<file path="src/rtl/moore_1011_gen.sv">
// Moore-style serial pattern generator: shifts a WIDTH-bit pattern out MSB-first,
// repeating it repeat_cnt+1 times with gap_len idle cycles between frames.
module moore_1011_gen #(
   parameter int               WIDTH   = 4,
   parameter logic [WIDTH-1:0] PATTERN = 4'b1011,
   parameter int               REP_W   = 4,
   parameter int               GAP_W   = 4
) (
   input  logic             clock,
   input  logic             reset,
   input  logic             start,
   input  logic             load_pattern,
   input  logic [WIDTH-1:0] pattern_in,
   input  logic [REP_W-1:0] repeat_cnt,
   input  logic [GAP_W-1:0] gap_len,
   output logic             sequence_out,
   output logic             frame_start,
   output logic             busy,
   output logic             done
);

   localparam int CNT_W = $clog2(WIDTH);

   localparam logic [1:0] ST_IDLE  = 2'd0;
   localparam logic [1:0] ST_SHIFT = 2'd1;
   localparam logic [1:0] ST_GAP   = 2'd2;
   localparam logic [1:0] ST_DONE  = 2'd3;

   localparam logic [CNT_W-1:0] CNT_ZERO = {CNT_W{1'b0}};
   localparam logic [CNT_W-1:0] CNT_ONE  = CNT_W'(1);
   localparam logic [CNT_W-1:0] CNT_LAST = CNT_W'(WIDTH - 1);
   localparam logic [REP_W-1:0] REP_ZERO = {REP_W{1'b0}};
   localparam logic [REP_W-1:0] REP_ONE  = REP_W'(1);
   localparam logic [GAP_W-1:0] GAP_ZERO = {GAP_W{1'b0}};
   localparam logic [GAP_W-1:0] GAP_ONE  = GAP_W'(1);

   logic [1:0]       state_r,    state_s;
   logic [WIDTH-1:0] shift_r,    shift_s;
   logic [WIDTH-1:0] pattern_r,  pattern_s;
   logic [CNT_W-1:0] bit_cnt_r,  bit_cnt_s;
   logic [REP_W-1:0] rep_r,      rep_s;
   logic [GAP_W-1:0] gap_len_r,  gap_len_s;
   logic [GAP_W-1:0] gap_cnt_r,  gap_cnt_s;
   logic             seq_s;
   logic             frame_start_s;
   logic             busy_s;
   logic             done_s;

   // Next-state and next-output logic; outputs describe the cycle after the edge.
   always_comb begin
      state_s       = state_r;
      shift_s       = shift_r;
      pattern_s     = pattern_r;
      bit_cnt_s     = bit_cnt_r;
      rep_s         = rep_r;
      gap_len_s     = gap_len_r;
      gap_cnt_s     = gap_cnt_r;
      seq_s         = 1'b0;
      frame_start_s = 1'b0;
      busy_s        = 1'b0;
      done_s        = 1'b0;
      case (state_r)
         ST_IDLE: begin
            if (load_pattern) begin
               pattern_s = pattern_in;
            end else begin
               pattern_s = pattern_r;
            end
            // pattern_s already reflects a simultaneous load, so that pattern goes out.
            if (start) begin
               state_s       = ST_SHIFT;
               shift_s       = pattern_s;
               bit_cnt_s     = CNT_LAST;
               rep_s         = repeat_cnt;
               gap_len_s     = gap_len;
               seq_s         = pattern_s[WIDTH-1];
               frame_start_s = 1'b1;
               busy_s        = 1'b1;
            end else begin
               state_s = ST_IDLE;
            end
         end
         ST_SHIFT: begin
            busy_s = 1'b1;
            if (bit_cnt_r != CNT_ZERO) begin
               shift_s   = {shift_r[WIDTH-2:0], 1'b0};
               bit_cnt_s = bit_cnt_r - CNT_ONE;
               seq_s     = shift_r[WIDTH-2];
            end else if (rep_r != REP_ZERO) begin
               rep_s = rep_r - REP_ONE;
               if (gap_len_r != GAP_ZERO) begin
                  state_s   = ST_GAP;
                  gap_cnt_s = gap_len_r - GAP_ONE;
               end else begin
                  shift_s       = pattern_r;
                  bit_cnt_s     = CNT_LAST;
                  seq_s         = pattern_r[WIDTH-1];
                  frame_start_s = 1'b1;
               end
            end else begin
               state_s = ST_DONE;
               busy_s  = 1'b0;
               done_s  = 1'b1;
            end
         end
         ST_GAP: begin
            busy_s = 1'b1;
            if (gap_cnt_r != GAP_ZERO) begin
               gap_cnt_s = gap_cnt_r - GAP_ONE;
            end else begin
               state_s       = ST_SHIFT;
               shift_s       = pattern_r;
               bit_cnt_s     = CNT_LAST;
               seq_s         = pattern_r[WIDTH-1];
               frame_start_s = 1'b1;
            end
         end
         ST_DONE: begin
            state_s = ST_IDLE;
         end
         default: begin
            state_s = ST_IDLE;
         end
      endcase
   end

   // State, datapath and output registers with synchronous reset.
   always_ff @(posedge clock) begin
      if (reset) begin
         state_r      <= ST_IDLE;
         shift_r      <= {WIDTH{1'b0}};
         pattern_r    <= PATTERN;
         bit_cnt_r    <= CNT_ZERO;
         rep_r        <= REP_ZERO;
         gap_len_r    <= GAP_ZERO;
         gap_cnt_r    <= GAP_ZERO;
         sequence_out <= 1'b0;
         frame_start  <= 1'b0;
         busy         <= 1'b0;
         done         <= 1'b0;
      end else begin
         state_r      <= state_s;
         shift_r      <= shift_s;
         pattern_r    <= pattern_s;
         bit_cnt_r    <= bit_cnt_s;
         rep_r        <= rep_s;
         gap_len_r    <= gap_len_s;
         gap_cnt_r    <= gap_cnt_s;
         sequence_out <= seq_s;
         frame_start  <= frame_start_s;
         busy         <= busy_s;
         done         <= done_s;
      end
   end

endmodule
</file>
<file path="config.mk">
export PLATFORM = sky130hd
export DESIGN_NAME = moore_1011_gen
export DESIGN_NICKNAME = d
export VERILOG_FILES = /design/src/rtl/moore_1011_gen.sv
export SDC_FILE = /design/constraint.sdc
export NUM_CORES = 1
export LEC_CHECK = 0
export CAP_MARGIN = 5
export CORE_ASPECT_RATIO = 0.6
export CORE_MARGIN = 3
export CORE_UTILIZATION = 35
export DETAILED_ROUTE_END_ITERATION = 10
export GPL_ROUTABILITY_DRIVEN = 0
export REMOVE_ABC_BUFFERS = 1
export SLEW_MARGIN = 0
export SYNTH_ARGS = -nofsm -noshare
export SYNTH_HDL_FRONTEND = slang
export SYNTH_SLANG_ARGS = --single-unit
</file>
<file path="constraint.sdc">
create_clock -name clock -period 5.55 [get_ports clock]
set_clock_uncertainty 0.05 [all_clocks]
set_input_delay 0.8325 -clock clock [delete_from_list [all_inputs] [get_ports clock]]
set_output_delay 0.8325 -clock clock [all_outputs]
set_load 0.02 [all_outputs]
</file>
==> impl_metrics.env <==
export IMPL_vias_per_cell=5.42
export IMPL_final_nets=232
export IMPL_synthArstFlopShare_pct=0
export IMPL_die_width_microns=93.4
export IMPL_clkSinkCount=27
export IMPL_timing_critical_path_buf_inv=1
export IMPL_critPathCaptureType="register"
export IMPL_timing_hold_worst_path_depth=2
export IMPL_cell_internal_pwr_mw=0.527
export IMPL_drt_wl_total_microns=3840
export IMPL_rr_endpoint="rep_r[0]"
export IMPL_maximum_level_of_the_cts_h_tree=1
export IMPL_dpl_hpwl_microns=2830
export IMPL_tightestPinTransition_ps=771
export IMPL_postSynthRegisterBits=27
export IMPL_synth_edf_count=0
export IMPL_power_per_cell_area_nw_per_um2=507
export IMPL_post_cts_repair_setup_buffers=0
export IMPL_ir_worst_vdd_mv=0.183
export IMPL_drt_wirelength_per_cell_microns=14.4
export IMPL_grt_max_degree=22
export IMPL_power_frac_clock_pct=12.6
export IMPL_rsz_0062_raised_after_global_routing="no"
export IMPL_layout_common_cells="27 x sky130_fd_sc_hd__dfxtp_1, 22 x sky130_fd_sc_hd__nand2_1, 19 x sky130_fd_sc_hd__clkdlybuf4s50_1"
export IMPL_maxCapViolations=0
export IMPL_launch_point_of_the_worst_reg_to_reg_path="state_r[1]"
export IMPL_syn_area_sq_um=1600
export IMPL_num_fill_cells=418
export IMPL_holdPathEnd="pattern_r[2]"
export IMPL_detail_route_antenna_nets=0
export IMPL_kind_of_path_behind_the_tightest_hold_check="reg2reg"
export IMPL_power_share_switching_pct=44.8
export IMPL_register_area_sq_um=541
export IMPL_critical_path_top_delay_family="simple AND/OR/NAND/NOR gates"
export IMPL_mostFrequentLayoutCell="sky130_fd_sc_hd__dfxtp_1"
export IMPL_grt_first_pass_wirelength_microns=6520
export IMPL_yosysWarnings=0
export IMPL_finalSetupViolations=0
export IMPL_netlist_area_leader_share_pct=33.7
export IMPL_final_setup_tns_ps=0
export IMPL_cellLeakagePower_nw=0.699
export IMPL_first_global_vias=1311
export IMPL_global_route_peak_usage_layer="met1"
export IMPL_grt_use_met1_pct=23.9
export IMPL_grt_use_total_pct=15.1
export IMPL_dr_first_iter_drc_count=98
export IMPL_sequential_group_share_of_total_power_pct=32.6
export IMPL_flow_area_growth_from_synthesis_pct=17.4
export IMPL_critical_path_peak_fanout=7
export IMPL_worst_slew_margin_pct=48.1
export IMPL_drt_pass1_iterations=4
export IMPL_die_height_microns=58.4
export IMPL_cts_path_max_buffers=2
export IMPL_place_port_buffers=19
export IMPL_finalCriticalPeriod_ps=2430
export IMPL_clk_insertion_delay_late_ps=290
export IMPL_worstPathCellList="clkdlybuf4s50_1, and2b_1, nor4_4, o21ai_1, a221oi_1"
export IMPL_synth_top_cells_by_area="sky130_fd_sc_hd__dfxtp_1 34%, sky130_fd_sc_hd__ha_1 6.2%, sky130_fd_sc_hd__nand2_1 5.1%"
export IMPL_timing_setup_critical_path_class="in2reg"
export IMPL_routed_via_count=1448
export IMPL_timing_reg2reg_worst_path_depth=5
export IMPL_final_core_util_pct=44.2
export IMPL_report_final_slew_viol_count=0
export IMPL_diodes=0
export IMPL_fp_row_count=18
export IMPL_cts_hold_buffers_added=0
export IMPL_holdCritStartpoint="pattern_r[2]"
export IMPL_synth_area_per_cell_sq_um=8.35
export IMPL_critical_path_startpoint="start"
export IMPL_use_met3_pct=3.96
export IMPL_drive_gt1_share_pct=6.76
export IMPL_slowest_stage="sky130_fd_sc_hd__clkdlybuf4s50_1"
export IMPL_synth_cells=192
export IMPL_grt_met2_usage_pct=20.1
export IMPL_root_buffer="sky130_fd_sc_hd__clkbuf_8"
export IMPL_timing_critical_path_from_type="input pin"
export IMPL_pin_count=20
export IMPL_dieArea_sq_um=5460
export IMPL_synth_flop_cell="sky130_fd_sc_hd__dfxtp_1"
export IMPL_cts_inserted_buffers=3
export IMPL_fmax_ghz=0.412
export IMPL_crit_required_ps=5690
export IMPL_gr_total_overflow=0
export IMPL_fraction_of_power_consumed_by_combinational_cells_pct=54.8
export IMPL_critical_path_arrival_ps=2570
export IMPL_worst_r2r_setup_slack_ps=3170
export IMPL_fin_crit_sh_pct=43.7
export IMPL_remaining_drc_errors=0
export IMPL_cts_tree="yes"
export IMPL_postCtsResizedCells=0
export IMPL_synth_sequential_area_ratio_pct=33.7
export IMPL_synthDistinctLibCells=53
export IMPL_finalHoldViolations=0
export IMPL_status="finished, final reports clean"
export IMPL_grt_antenna_before_repair=0
export IMPL_total_area_of_multi_input_combinational_cells_sq_um=972
export IMPL_cpPeakStageDelay_ps=590
export IMPL_netSwitchingPower_mw=0.428
export IMPL_initial_utilization_pct=37.7
export IMPL_yosysTopAreaCell="sky130_fd_sc_hd__dfxtp_1"
export IMPL_floorplan_core_area_sq_um=4260
export IMPL_clock_transition_at_path_regs_ps=90
-- per-layer routing --
metal | wire length, microns | part of all wire [%] | up-vias
li1 | - | - | 746
met1 | 2180 | 57 | 659
met2 | 1380 | 36 | 40
met3 | 249 | 6.5 | 3
met4 | 19 | 0.50 | 0
met5 | 0 | 0 | -
-- state kept, by name (all words and copies together), names as in the netlist --
signal	cells
gap_cnt_r	4
gap_len_r	4
pattern_r	4
rep_r	4
shift_r	3
bit_cnt_r	2
state_r	2
busy	1
done	1
frame_start	1
sequence_out	1
-- cell families after synthesis --
logic type | synth area share [%]
AND/OR/NAND/NOR | 26.7
AO/OA/AOI/OAI | 23.3
flip-flops | 33.7
buffers and inverters | 5.69
adder cells (fa/ha/maj) | 6.24
multiplexers | 4.37
-- synth_stat cells, types with 2 or more instances --
cell	instances
sky130_fd_sc_hd__nand3_1	13
sky130_fd_sc_hd__nor4_1	2
sky130_fd_sc_hd__nand4_1	5
sky130_fd_sc_hd__nor2_1	11
sky130_fd_sc_hd__inv_1	13
sky130_fd_sc_hd__and2b_1	2
sky130_fd_sc_hd__a211oi_1	2
sky130_fd_sc_hd__clkbuf_1	3
sky130_fd_sc_hd__a311oi_1	3
sky130_fd_sc_hd__o21ai_1	2
sky130_fd_sc_hd__mux2i_1	7
sky130_fd_sc_hd__a32o_1	2
sky130_fd_sc_hd__a21oi_1	16
sky130_fd_sc_hd__dfxtp_1	27
sky130_fd_sc_hd__o21ai_0	5
sky130_fd_sc_hd__o211ai_1	5
sky130_fd_sc_hd__nand2b_1	2
sky130_fd_sc_hd__nand2_1	22
sky130_fd_sc_hd__a31oi_1	2
sky130_fd_sc_hd__ha_1	8
sky130_fd_sc_hd__nand3b_1	3
sky130_fd_sc_hd__buf_1	4
sky130_fd_sc_hd__nor3_1	3
-- how the worst max path moves through the flow --
| stage | depth (start not counted) | slack (ps) | to |
|---|---|---|---|
| 6_report | 5 | 3120 | rep_r[0] |
| 5_1_grt | 5 | 2980 | rep_r[0] |
| 4_1_cts | 5 | 3120 | rep_r[0] |
| 3_5_place_dp | 5 | 2820 | rep_r[2] |
| 3_3_place_gp | 5 | 2850 | rep_r[2] |
| 2_1_floorplan | 6 | 3570 | rep_r[2] |
-- power groups by stage --
stage	logic, mW	registers [mW]	clock network (mW)
after floorplan	0.386	0.314	0
after global placement	0.520	0.316	0
after detailed placement	0.517	0.315	0
after CTS	0.520	0.310	0.122
after global routing	0.588	0.323	0.130
final	0.524	0.311	0.121
-- per-stage QoR --
stage          hold WS [ps]  instances  setup WS (ps)  power [mW]  cell area [sq um]
2_1_floorplan           380        183           3570       0.700               1560
3_3_place_gp            394        263           2850       0.836               1830
3_5_place_dp            399        263           2820       0.832               1830
4_1_cts                 412        267           3120       0.952               1880
5_1_grt                 451        267           2980        1.04               1880
6_report                408        267           3120       0.955               1880
-- worst min-delay path, stage by stage (launching register included) --
cell and delay, ps:
sky130_fd_sc_hd__dfxtp_1 320, sky130_fd_sc_hd__nand2_1 50, sky130_fd_sc_hd__a21oi_1 50
-- final cells by class --
class	instances	area share [%]
multi-input combinational	143	51.6
inverter	13	2.59
timing repair buffer	20	10.5
tap	60	3.99
clock buffer	3	2.19
clock inverter	1	0.399
sequential	27	28.7
Note: power is estimated with default switching activity, not from simulation.
